$ cat src/rtl/mshr_file.sv
// Line-based miss status holding registers: merges misses per line, issues one fill per line, replays targets in order.
// Latency: fill request visible the cycle after allocation; replay starts the cycle after fill return, one target per cycle.
// Backpressure: req_ready_o drops on flush, full file, full target list, replaying/filling/squashed line; replay holds while rep_ready_i=0.
//
// Ports:
//   clk_i, rst_ni                         clock, async active-low reset
//   flush_i                               pipeline flush
//   req_*                                 miss request from the LSU (valid/ready)
//   mem_req_*                             line fill request to the next level (valid/ready, per-entry id)
//   fill_valid_i, fill_id_i               fill return, always absorbed
//   rep_*                                 replayed targets to the LSU (valid/ready)
//   full_o                                no FREE entry
module mshr_file #(
  parameter int NUM_ENTRIES = 4,
  parameter int MAX_TARGETS = 4,
  parameter int LINE_BYTES  = 16,
  parameter int ROB_ENTRIES = 32,
  parameter int ROB_IDX_W   = $clog2(ROB_ENTRIES),
  localparam int OFF_W = $clog2(LINE_BYTES),
  localparam int ID_W  = $clog2(NUM_ENTRIES),
  localparam int CNT_W = $clog2(MAX_TARGETS + 1),
  localparam int TI_W  = (MAX_TARGETS > 1) ? $clog2(MAX_TARGETS) : 1,
  localparam int LA_W  = 32 - OFF_W
) (
  input  logic                 clk_i,
  input  logic                 rst_ni,
  input  logic                 flush_i,
  input  logic                 req_valid_i,
  output logic                 req_ready_o,
  input  logic                 req_is_store_i,
  input  logic [31:0]          req_addr_i,
  input  logic [31:0]          req_data_i,
  input  logic [ROB_IDX_W-1:0] req_rob_idx_i,
  output logic                 mem_req_valid_o,
  input  logic                 mem_req_ready_i,
  output logic [31:0]          mem_req_addr_o,
  output logic [ID_W-1:0]      mem_req_id_o,
  input  logic                 fill_valid_i,
  input  logic [ID_W-1:0]      fill_id_i,
  output logic                 rep_valid_o,
  input  logic                 rep_ready_i,
  output logic                 rep_is_store_o,
  output logic [ROB_IDX_W-1:0] rep_rob_idx_o,
  output logic [OFF_W-1:0]     rep_offset_o,
  output logic [31:0]          rep_data_o,
  output logic                 full_o
);

  typedef enum logic [1:0] {S_FREE, S_WAIT_ISSUE, S_WAIT_FILL, S_REPLAY} state_e;

  state_e           state_q [NUM_ENTRIES];
  state_e           state_d [NUM_ENTRIES];
  logic [CNT_W-1:0] cnt_q   [NUM_ENTRIES];
  logic [CNT_W-1:0] cnt_d   [NUM_ENTRIES];
  logic [TI_W-1:0]  head_q  [NUM_ENTRIES];
  logic [TI_W-1:0]  head_d  [NUM_ENTRIES];
  logic             sq_q    [NUM_ENTRIES];
  logic             sq_d    [NUM_ENTRIES];
  logic [LA_W-1:0]  line_q  [NUM_ENTRIES];

  logic                 tgt_store_q [NUM_ENTRIES][MAX_TARGETS];
  logic [ROB_IDX_W-1:0] tgt_rob_q   [NUM_ENTRIES][MAX_TARGETS];
  logic [OFF_W-1:0]     tgt_off_q   [NUM_ENTRIES][MAX_TARGETS];
  logic [31:0]          tgt_data_q  [NUM_ENTRIES][MAX_TARGETS];

  // Replay stays on one entry while the LSU stalls, even if a lower entry starts replaying.
  logic            rep_lock_q;
  logic [ID_W-1:0] rep_lock_idx_q;

  logic [LA_W-1:0] req_line;
  logic            match_hit, free_hit, issue_hit, rep_hit;
  logic [ID_W-1:0] match_idx, free_idx, issue_idx, rep_low, rep_idx;
  logic            merge_ok, accept, alloc, merge, mem_hs, rep_hs;
  logic [ID_W-1:0] wr_e;
  logic [TI_W-1:0] wr_t;

  assign req_line = req_addr_i[31:OFF_W];

  // Descending scan so the lowest index wins each search.
  always_comb begin
    match_hit = 1'b0; match_idx = '0;
    free_hit  = 1'b0; free_idx  = '0;
    issue_hit = 1'b0; issue_idx = '0;
    rep_hit   = 1'b0; rep_low   = '0;
    for (int e = NUM_ENTRIES - 1; e >= 0; e--) begin
      if (state_q[e] != S_FREE && line_q[e] == req_line) begin
        match_hit = 1'b1; match_idx = ID_W'(e);
      end
      if (state_q[e] == S_FREE)       begin free_hit  = 1'b1; free_idx  = ID_W'(e); end
      if (state_q[e] == S_WAIT_ISSUE) begin issue_hit = 1'b1; issue_idx = ID_W'(e); end
      if (state_q[e] == S_REPLAY)     begin rep_hit   = 1'b1; rep_low   = ID_W'(e); end
    end
  end

  // A squashed entry still owns its line until the fill returns, so it accepts no targets.
  assign merge_ok = (state_q[match_idx] == S_WAIT_ISSUE || state_q[match_idx] == S_WAIT_FILL)
                    && !sq_q[match_idx]
                    && (cnt_q[match_idx] < CNT_W'(MAX_TARGETS))
                    && !(fill_valid_i && fill_id_i == match_idx);

  assign req_ready_o = rst_ni && !flush_i && (match_hit ? merge_ok : free_hit);
  assign accept      = req_valid_i && req_ready_o;
  assign alloc       = accept && !match_hit;
  assign merge       = accept && match_hit;

  // Withdrawing the request during flush keeps memory from accepting a line the flush just freed.
  assign mem_req_valid_o = issue_hit && !flush_i;
  assign mem_req_addr_o  = mem_req_valid_o ? {line_q[issue_idx], OFF_W'(0)} : 32'd0;
  assign mem_req_id_o    = mem_req_valid_o ? issue_idx : '0;
  assign mem_hs          = mem_req_valid_o && mem_req_ready_i;

  assign rep_idx        = rep_lock_q ? rep_lock_idx_q : rep_low;
  assign rep_valid_o    = (rep_lock_q || rep_hit) && !flush_i;
  assign rep_hs         = rep_valid_o && rep_ready_i;
  assign rep_is_store_o = rep_valid_o && tgt_store_q[rep_idx][head_q[rep_idx]];
  assign rep_rob_idx_o  = rep_valid_o ? tgt_rob_q[rep_idx][head_q[rep_idx]]  : '0;
  assign rep_offset_o   = rep_valid_o ? tgt_off_q[rep_idx][head_q[rep_idx]]  : '0;
  assign rep_data_o     = rep_valid_o ? tgt_data_q[rep_idx][head_q[rep_idx]] : 32'd0;

  assign full_o = !free_hit;

  always_comb begin
    for (int e = 0; e < NUM_ENTRIES; e++) begin
      state_d[e] = state_q[e];
      cnt_d[e]   = cnt_q[e];
      head_d[e]  = head_q[e];
      sq_d[e]    = sq_q[e];
      case (state_q[e])
        S_FREE: begin
          if (alloc && free_idx == ID_W'(e)) begin
            state_d[e] = S_WAIT_ISSUE;
            cnt_d[e]   = CNT_W'(1);
            head_d[e]  = '0;
            sq_d[e]    = 1'b0;
          end
        end
        S_WAIT_ISSUE: begin
          if (flush_i) begin
            state_d[e] = S_FREE;
            cnt_d[e]   = '0;
          end else begin
            if (mem_hs && issue_idx == ID_W'(e)) state_d[e] = S_WAIT_FILL;
            if (merge && match_idx == ID_W'(e))  cnt_d[e] = cnt_q[e] + CNT_W'(1);
          end
        end
        S_WAIT_FILL: begin
          if (fill_valid_i && fill_id_i == ID_W'(e)) begin
            // A flush landing with the fill still drops the targets.
            if (sq_q[e] || flush_i) begin
              state_d[e] = S_FREE;
              cnt_d[e]   = '0;
              sq_d[e]    = 1'b0;
            end else begin
              state_d[e] = S_REPLAY;
              head_d[e]  = '0;
            end
          end else if (flush_i) begin
            sq_d[e]  = 1'b1;
            cnt_d[e] = '0;
          end else if (merge && match_idx == ID_W'(e)) begin
            cnt_d[e] = cnt_q[e] + CNT_W'(1);
          end
        end
        S_REPLAY: begin
          if (flush_i) begin
            state_d[e] = S_FREE;
            cnt_d[e]   = '0;
          end else if (rep_hs && rep_idx == ID_W'(e)) begin
            if (head_q[e] == TI_W'(cnt_q[e] - CNT_W'(1))) begin
              state_d[e] = S_FREE;
              cnt_d[e]   = '0;
            end else begin
              head_d[e] = head_q[e] + TI_W'(1);
            end
          end
        end
        default: state_d[e] = S_FREE;
      endcase
    end
  end

  always_ff @(posedge clk_i or negedge rst_ni) begin
    if (!rst_ni) begin
      for (int e = 0; e < NUM_ENTRIES; e++) begin
        state_q[e] <= S_FREE;
        cnt_q[e]   <= '0;
        head_q[e]  <= '0;
        sq_q[e]    <= 1'b0;
        line_q[e]  <= '0;
      end
      rep_lock_q     <= 1'b0;
      rep_lock_idx_q <= '0;
    end else begin
      for (int e = 0; e < NUM_ENTRIES; e++) begin
        state_q[e] <= state_d[e];
        cnt_q[e]   <= cnt_d[e];
        head_q[e]  <= head_d[e];
        sq_q[e]    <= sq_d[e];
      end
      if (alloc) line_q[free_idx] <= req_line;
      rep_lock_q     <= rep_valid_o && !rep_ready_i;
      rep_lock_idx_q <= rep_idx;
    end
  end

  assign wr_e = match_hit ? match_idx : free_idx;
  assign wr_t = match_hit ? TI_W'(cnt_q[match_idx]) : '0;

  always_ff @(posedge clk_i) begin
    if (accept) begin
      tgt_store_q[wr_e][wr_t] <= req_is_store_i;
      tgt_rob_q[wr_e][wr_t]   <= req_rob_idx_i;
      tgt_off_q[wr_e][wr_t]   <= req_addr_i[OFF_W-1:0];
      tgt_data_q[wr_e][wr_t]  <= req_data_i;
    end
  end

endmodule

$ cat config.mk
export PLATFORM = sky130hd
export DESIGN_NAME = mshr_file
export DESIGN_NICKNAME = d
export VERILOG_FILES = /design/src/rtl/mshr_file.sv
export SDC_FILE = /design/constraint.sdc
export NUM_CORES = 1
export LEC_CHECK = 0
export BUFFER_PORTS_ARGS = -buffer_cell sky130_fd_sc_hd__buf_2
export CAP_MARGIN = 20
export CORE_MARGIN = 2
export CORE_UTILIZATION = 50
export DETAILED_ROUTE_END_ITERATION = 8
export PLACE_DENSITY = 0.67
export SLEW_MARGIN = 5
export SYNTH_ARGS = -nofsm -noshare
export SYNTH_HDL_FRONTEND = slang
export SYNTH_SLANG_ARGS = --single-unit
$ cat constraint.sdc
create_clock -name clk_i -period 10.3 [get_ports clk_i]
set_input_delay 0.515 -clock clk_i [delete_from_list [all_inputs] [get_ports clk_i]]
set_output_delay 0.515 -clock clk_i [all_outputs]
set_load 0.1 [all_outputs]
## Word-level counts from Yosys, hierarchy flattened

Memory sizes are Yosys's and may differ from the RTL's.
Index checks and enable logic that the tools add are counted.
W data, S select, Z words.

- Register bits: 147
- Memory bits (writable): 672
- Input bits: 79
- Output and inout bits: 80
- Memories: 4

Memory list:

| memory | depth | width | rd ports | clocked after memory_dff | write ports | RTL line | text |
|---|---|---|---|---|---|---|---|
| tgt_data_q | 4 | 128 | 1 | 0 | 1 | 64 | `logic [31:0] tgt_data_q [NUM_ENTRIES][MAX_TARGETS];` |
| tgt_rob_q | 4 | 20 | 1 | 0 | 1 | 62 | `logic [ROB_IDX_W-1:0] tgt_rob_q [NUM_ENTRIES][MAX_TARGETS];` |
| tgt_off_q | 4 | 16 | 1 | 0 | 1 | 63 | `logic [OFF_W-1:0] tgt_off_q [NUM_ENTRIES][MAX_TARGETS];` |
| tgt_store_q | 4 | 4 | 1 | 0 | 1 | 61 | `logic tgt_store_q [NUM_ENTRIES][MAX_TARGETS];` |

- Add/subtract/negate cells: 12
- Order comparisons: 9
- Equal/unequal tests: 82
- Muxes and demuxes: 201
- Bitwise logic cells: 6
- Reductions and logical operators: 90

Operators by type and width:

| kind | number |
|---|---|
| $mux W2 | 80 |
| $mux W32 | 5 |
| $mux W128 | 1 |
| $bwmux W112 | 1 |
| $eq A28 B28 Y1 | 4 |
| $mux W3 | 34 |
| $mux W28 | 3 |
| $bmux W32 S2 | 1 |
| $demux W32 S2 | 1 |
| $bmux W28 S2 | 1 |
| $demux W28 S2 | 1 |
| $pmux W3 S4 | 4 |
| $logic_and A1 B1 Y1 | 41 |
| $eq A2 B2 Y1 const B | 19 |
| $mux W1 | 36 |
| $ne A3 B2 Y1 const B | 12 |
| $ne A2 B2 Y1 const B | 16 |
| $pmux W2 S4 | 4 |
| $reduce_and A4 Y1 | 8 |
| $reduce_and A7 Y1 | 4 |
| $ne A3 B3 Y1 const B | 8 |
| $pmux W2 S3 | 4 |
| $eq A2 B1 Y1 const B | 10 |
| $mux W20 | 1 |
| 27 further kinds | 101 |

## Logic depth before layout (Yosys ltp)

Gate-level depths: netlist (run 1).

- Depth after elaboration: 24
- Mapped depth: 15
- Mapped depth without buffers: 12

## Least setup slack after synthesis (run 1)

Ideal clock, no wire load.

- Kind: input to register
- From: input req_addr_i[23]
- To: memory tgt_data_q[3][0] (netlist name) (enable)
- Setup time: 0.546 ns
- Arrival: 7.077 ns
- Data required time: 9.754 ns
- Slack: 2.677 ns
- Stages on the path: 11
- Path buffers: 1
- Path through: buf_4 > xnor2_1 > nand4_1 > or4_4 > o2111ai_1 > a311oi_1 > nor3b_1 > nor3_1 > or4_1 > mux2_4 > nor4_1

- Word-level cells in the longest chain between the ends: 20

Ends and longest elaborated chain:

| item | RTL line | text |
|---|---|---|
| from (decl) | 31 | `input logic [31:0] req_addr_i,` |
| branches (longest 20 deep; another with $eq A28 B28 Y1) | n/a |  |
| to (decl) | 64 |  |

Several ways; the timed one is not identified. The select of a mux whose other input is x is not followed.

## Worst setup path after layout (run 1)

- From: register state_q[2] (netlist name)
- To: output rep_rob_idx_o[0]

- Word-level cells in the longest chain between the ends: 14

Ends and longest elaborated chain:

| item | RTL line | text |
|---|---|---|
| from (decl) | 51 | `state_e state_q [NUM_ENTRIES];` |
| from (signal, indexed assignment) | 195 | `state_q[e] <= state_d[e];` |
| $eq A2 B2 Y1 (*) | 91 | `if (state_q[e] == S_REPLAY) begin rep_hit = 1'b1; rep_low = ID_W'(e); end` |
| $mux W2 (3 in series) | 91 |  |
| $mux W2 | 112 | `assign rep_idx = rep_lock_q ? rep_lock_idx_q : rep_low;` |
| $not A2 Y3 (not written as such) | 116 | `assign rep_rob_idx_o = rep_valid_o ? tgt_rob_q[rep_idx][head_q[rep_idx]] : '0;` |
| $bmux W2 S2 | 116 |  |
| $mux W2 (not written as such) (2 in series) | 116 |  |
| $not A2 Y3 (not written as such) | 116 |  |
| $bmux W5 S2 | 116 |  |
| $mux W5 (not written as such) (2 in series) | 116 |  |
| $mux W5 (*) | 116 |  |
| to (decl) | 43 | `output logic [ROB_IDX_W-1:0] rep_rob_idx_o,` |

Every way passes the cells marked *; elsewhere a longest branch is shown, timed or not. The select of a mux whose other input is x is not followed.

==> results of run 1 <==
[state kept, by name (all words and copies together), names as in the netlist]
signal	cells
state_q	8
tgt_data_q	512
sq_q	4
rep_lock_idx_q	2
tgt_off_q	64
line_q	112
head_q	8
tgt_store_q	16
rep_lock_q	1
cnt_q	12
tgt_rob_q	80
[cell type report]
| class | count | area, sq um | share of cell area |
|---|---|---|---|
| Multi-Input combinational cell | 1708 | 10800 | 0.270 |
| Clock buffer | 109 | 2330 | 0.0585 |
| Timing Repair Buffer | 198 | 1140 | 0.0287 |
| Clock inverter | 44 | 484 | 0.0122 |
| Tap cell | 940 | 1180 | 0.0295 |
| Antenna cell | 4 | 10.0 | 0.000251 |
| Inverter | 19 | 78.8 | 0.00198 |
| Sequential cell | 819 | 23900 | 0.599 |
[report_power, final]
group          switching [uW]  internal [uW]
registers                 223           3820
logic                    2000            845
clock network            1270           1810
[through the flow]
step / hold WS, ns / worst slack [ns]
floorplan: 0.219 / 2.68
global placement: 0.451 / 4.76
detailed placement: 0.445 / 4.73
CTS: 0.0645 / 4.01
global route: 0.0965 / 3.59
finish: 0.102 / 3.94
[cells by family (layout without fill, tap and decap cells)]
| kind of cell | count (synthesis) | count (layout) | share of synthesized area |
|---|---|---|---|
| and+or+nand+nor | 855 | 855 | 0.111 |
| DFF | 819 | 819 | 0.673 |
| AOI/OAI and AO/OA | 635 | 635 | 0.128 |
| buffers and inverters | 241 | 370 | 0.0286 |
| xor gates and xnor gates | 122 | 122 | 0.0301 |
| muxes | 88 | 88 | 0.0279 |
| adders and majority gates | 4 | 4 | 0.00141 |
| other | 1 | 8 | 0.000106 |
[routing by layer]
layer / vias to the layer above / GRT usage / wire (um)
met1: 11800 / 0.345 / 39000
met4: 6 / 0.0724 / 2310
li1: 10500 / - / -
met3: 173 / 0.0429 / 6440
met5: - / 0 / 41
met2: 959 / 0.388 / 43300
[worst max path at each step]
| stage | depth (start not counted) | slack (ns) | to |
|---|---|---|---|
| after detailed placement | 10 | 4.73 | rep_offset_o[3] |
| after global placement | 10 | 4.76 | rep_offset_o[3] |
| after floorplan | 11 | 2.68 | tgt_data_q[3][0] |
| after CTS | 10 | 4.01 | rep_offset_o[3] |
| after global routing | 10 | 3.59 | rep_offset_o[3] |
| final | 10 | 3.94 | rep_rob_idx_o[0] |
[cells in the final DEF (no fill, tap or decap), drive strengths merged, types with 6 or more instances in the layout]
| cell type | n |
|---|---|
| a211oi | 257 |
| a21oi | 94 |
| a222oi | 28 |
| a311oi | 89 |
| a31oi | 87 |
| and2 | 175 |
| buf | 197 |
| bufinv | 8 |
| clkbuf | 109 |
| clkinv | 29 |
| dfrtp | 147 |
| edfxtp | 672 |
| inv | 22 |
| mux2 | 85 |
| nand2 | 504 |
| nand2b | 7 |
| nand3 | 14 |
| nand4 | 20 |
| nor2 | 58 |
| nor3 | 31 |
| nor4 | 23 |
| o21ai | 40 |
| or4 | 6 |
| xnor2 | 61 |
| xor2 | 61 |
[Yosys cell counts, types with 20 or more instances]
cell type / n / area (sq um)
a222oi_1: 28 / 280
xor2_1: 61 / 534
nor3_1: 30 / 150
dfrtp_1: 147 / 3680
a311oi_1: 89 / 780
edfxtp_1: 672 / 20200
nor2_1: 58 / 218
a31oi_1: 87 / 544
clkbuf_1: 174 / 653
xnor2_1: 61 / 534
a21oi_1: 94 / 470
nand4_1: 20 / 125
nor4_1: 20 / 125
mux2_2: 84 / 946
a211oi_1: 257 / 1930
and2_1: 175 / 1090
nand2_1: 504 / 1890
o21ai_0: 38 / 190
[repair_timing]
action                                 4_1_cts  5_1_grt
hold buffers                                 1        0
endpoints found under the hold margin       33        0
buffers inserted                             0        0
[worst register-to-register path, cell delays in order, from the launching register on]
cell and delay, ns:
dfrtp_1 0.41, xor2_1 0.16, nor4_1 0.52, nand4_1 0.36
or2_4 0.39, a21oi_1 0.27, a21boi_1 0.19, nor3_1 0.13
or4_1 0.54, mux2_4 0.41, nor3_2 0.24, buf_4 0.73
==> impl_metrics.toml, run 1 <==
[setup_path]
required_ns = 9.79
worst-path-buf-inv = 3
path_max_fanout = 238
critPathTopFamily = "compound AO/OA/AOI/OAI gates"
crit_top_cell = "a211oi_1"
critPathLaunch = "state_q[2]"
cpMaxStageDelayCell = "a31oi_4"
criticalPathCategory = "reg2out"
reg2reg_depth = 11
cp.arrival_ns = 5.84
r2r_end = "tgt_off_q[0][12]"
rrSetupSlack_ns = 5.53
endpoint_kind = "output pin"
crit_path_cell_trace = "nand2_1, a32oi_1, o21a_4, buf_12, a211oi_1, a31oi_4, buf_4, a211oi_1, a211oi_1, buf_2"
cpPeakStageDelay_ns = 0.81
cp-start-kind = "register"
r2r_start = "line_q[81]"

[placement]
hpwl_um = 48500
place.gp.congestion = 0.932
dp.cells = 3682
port_buffers = 154
placed_area_sq_mm = 0.0370

[cells_and_area]
area_growth_syn_to_layout_pct = 12.4
drive_gt1_frac = 0.151
n_fill_cell = 5682
stdcell_area_sq_mm = 0.0398
nNetsFinal = 2915
final_util = 0.568
final_cells = 3841

[grt]
overflow = 0
antenna_found_initial = 10
grt_pass1_vias = 22700
grt.total_usage = 0.244
grt_max_degree = 239
grt_pass1_wl_um = 138000

[routing]
antenna_left = 0
first_pass_iters = 7
wire_per_inst_um = 23.7
wl_um = 91100
vias_per_cell = 6.12
drc = 0
vias = 23500
drt_iter0_markers = 2700

[worst_hold_path]
hp-start = "rep_ready_i"
min_path_type = "in2reg"
worstHoldEndpoint = "rep_lock_q"
hold_path_depth = 2

[timing]
tightest_slew_ns = 1.14
period_share = 0.617
max_slew_margin = 0.238
tns_ns = 0
fmax_mhz = 157
skew_ns = 0.0280
min_period_ns = 6.36
hold_viol = 0
setup_viol = 0
rsz0062_at_grt = "no"
report.final.slew_viol_count = 0

[floorplanning]
die_h_um = 270
coreArea_sq_mm = 0.0701
num_rows = 97
pin_count = 159
dieArea_sq_mm = 0.0731
die_x_um = 270
initial_utilization = 0.506

[power]
total_power_uw = 9970
ir_drop_mv = 0.185
cellPowerDensity_mw_per_mm2 = 250
power_leakage_uw = 0.0138

[synthesis]
ys.flop_type = "edfxtp_1"
yosys_register_bits = 819
synth_cell_types = 68
async_flop_share = 0.179
synthesis.area_sq_mm = 0.0355
ys_seq_area_frac = 0.673
synth-edff-count = 672
syn_area_per_cell_sq_um = 12.8
ys_warn_count = 0
synthCells = 2765

[clock_network]
cts.sinks = 819
clk_latency_ns = 0.64
cts_resized = 0
clk_pin_slew_ns = 0.06
cts_buffers = 86
htree_levels = 3
cts_root_buf = "clkbuf_16"
cts_tree = "done"
clk_path_buf_depth = 3

[flow_run]
maxCapViolCount = 0

[outcome]
outcome = "finished, final reports clean"
No activity file was read; power rests on OpenSTA's default activity.
==> run 2, diff against run 1 <==
--- a/config.mk
+++ b/config.mk
@@ -10,7 +10,7 @@
 export CORE_MARGIN = 2
 export CORE_UTILIZATION = 50
 export DETAILED_ROUTE_END_ITERATION = 8
-export PLACE_DENSITY = 0.67
+export PLACE_DENSITY = 0.7
 export SLEW_MARGIN = 5
 export SYNTH_ARGS = -nofsm -noshare
 export SYNTH_HDL_FRONTEND = slang
==> constraint.sdc (replaced) <==
create_clock -name clk_i -period 5.6 [get_ports clk_i]
set_input_delay 0.28 -clock clk_i [delete_from_list [all_inputs] [get_ports clk_i]]
set_output_delay 0.28 -clock clk_i [all_outputs]
set_load 0.1 [all_outputs]
==> run 2 against run 1 <==
  * Global-route usage is 0.20 points lower
  * Critical path type unchanged
  * Register-to-register slack worse by 4.7 ns
  * Power is 88% higher
  * Die area stayed put
  * Highest routed layer unchanged
  * Critical endpoint is now rep_rob_idx_o[4]
  * Combinational power is 92% higher
  * Cell count is 2.0% higher
  * Largest power group unchanged
  * Critical path depth is 1 lower
  * Routed wire length is 1.3% lower
==> impl_metrics.toml, run 2 (synthesis results as in run 1) <==
[outcome]
outcome = "finished, final reports clean"

[power]
p_int_uw = 12200
power_leakage_uw = 0.0142
seq_power_share = 0.398
p_switching_uw = 6550
cellPowerDensity_mw_per_mm2 = 454
ir_drop_mv = 0.333
pwr-share-clk = 0.309
swShare = 0.350
power_frac_comb = 0.293

[routing]
wl_um = 89900
vias = 23800
vias_per_cell = 6.07
top_layer_used = "met5"
wl_met2_um = 44400
met1_length_um = 37400
first_pass_iters = 7
drt_iter0_markers = 2622
wire_per_inst_um = 22.9
antenna_left = 0
drc = 0
wl_met3_um = 5940

[setup_path]
path_max_fanout = 44
r2r_start = "line_q[79]"
cp.arrival_ns = 5.07
required_ns = 5.32
endpoint_kind = "output pin"
cp-start-kind = "register"
critPathLaunch = "state_q[1]"
criticalPathCategory = "reg2out"

[clock_network]
cts_root_buf = "clkbuf_16"
htree_levels = 3
cts.sinks = 819
clk_pin_slew_ns = 0.06
cts_tree = "done"
clk_latency_ns = 0.65
clk_path_buf_depth = 3
cts_resized = 0
cts_buffers = 86

[timing]
report.final.slew_viol_count = 0
min_period_ns = 5.35
fmax_mhz = 187
holdWs_ns = 0.0319
skew_ns = 0.0387
tightest_slew_ns = 1.13
tns_ns = 0
period_share = 0.955
hold_viol = 0
setup_viol = 0
rsz0062_at_grt = "no"
max_slew_margin = 0.237

[cells_and_area]
layout_common_cells = "672 x edfxtp_1, 504 x nand2_1, 257 x a211oi_1, 175 x and2_1, 147 x dfrtp_1"
largest-register = "tgt_data_q"
final_common_cell = "edfxtp_1"
stdcell_area_sq_mm = 0.0412
largest_register_ffs = 512
nNetsFinal = 2987
drive_gt1_frac = 0.156
area_growth_syn_to_layout_pct = 16.1
top_regs = "tgt_data_q x512, line_q x112, tgt_rob_q x80"

[worst_hold_path]
min_path_type = "in2reg"
hp-start = "req_data_i[19]"

[grt]
overflow = 0
antenna_found_initial = 3
grt_max_degree = 252
grt.total_usage = 0.242
grt_pass1_vias = 23300
grt_pass1_wl_um = 137000

[placement]
port_buffers = 154
placed_area_sq_mm = 0.0376
hpwl_um = 49400
place.gp.congestion = 0.930

[floorplanning]
pin_count = 159
coreArea_sq_mm = 0.0701
die_h_um = 270
die_x_um = 270
initial_utilization = 0.506
dieArea_sq_mm = 0.0731
num_rows = 97

[flow_run]
maxCapViolCount = 0
## run 2: cell types whose count changed in the layout (fill, tap and decap cells not counted), moves of 2 or more
cell	delta
buf_12	+35
buf_2	-24
bufinv_16	+2
clkbuf_1	-2
clkinv_1	-6
clkinv_16	+2
clkinv_2	+11
dlygate4sd3_1	+62
inv_16	-2
nor3_2	-9
nor3_4	+9
## run 2: final timing paths
kind	endpoint	slack [ns]	cells past startpoint
min reg2reg	cnt_q[11]	0.50	2
min	tgt_data_q[0][83]	0.03	1
min in group asynchronous	line_q[87]	0.11	2
max reg2reg	tgt_data_q[3][19]	0.80	11
max	rep_rob_idx_o[4]	0.25	9
max in group asynchronous	line_q[65]	3.48	4
## run 2: metrics by stage
stage | cells | power [uW] | worst slack (ns) | utilization
after floorplan | 2768 | 11400 | -1.79 | -
after global placement | 3692 | 12800 | 0.884 | 0.536
after detailed placement | 3692 | 12900 | 0.806 | 0.536
after CTS | 3914 | 18800 | 0.276 | 0.587
after global routing | 3917 | 19500 | 0.00372 | 0.587
final | 3918 | 18700 | 0.250 | 0.587
## run 2: power groups by stage
stage / clock, uW / combinational, uW / sequential (uW)
after global placement: 0 / 5290 / 7530
final: 5790 / 5480 / 7450
after floorplan: 0 / 4020 / 7400
after CTS: 5880 / 5460 / 7440
after detailed placement: 0 / 5380 / 7560
after global routing: 6120 / 5860 / 7500
## run 2: repair_timing
item	CTS	global route
setup buffers	0	0
hold endpoints to repair	512	0
hold buffers	63	0
## run 2: cell type report
cell class              instances  area, sq um
repair buffers                270         2320
multi-input cells            1708        10800
flip-flops and latches        819        23900
inverters                      19         78.8
fillers                      5454        29000
diodes                          3         7.51
clock buffers                 106         2300
clock inverters                53          622
well taps                     940         1180
## run 2: critical path, cell delays in order, from the launching register on
cell	delay, ns
dfrtp_1	0.77
a22oi_1	0.21
nand2b_1	0.22
o21ai_4	0.41
a211oi_1	0.15
a31oi_4	0.81
buf_4	0.58
a211oi_1	0.20
a211oi_1	0.54
buf_2	0.54
## run 2: metal layers
layer	vias to the layer above	track usage
met1	11900	0.331
met3	180	0.0333
met2	962	0.404
met4	2	0.0727
met5	-	0
li1	10700	-
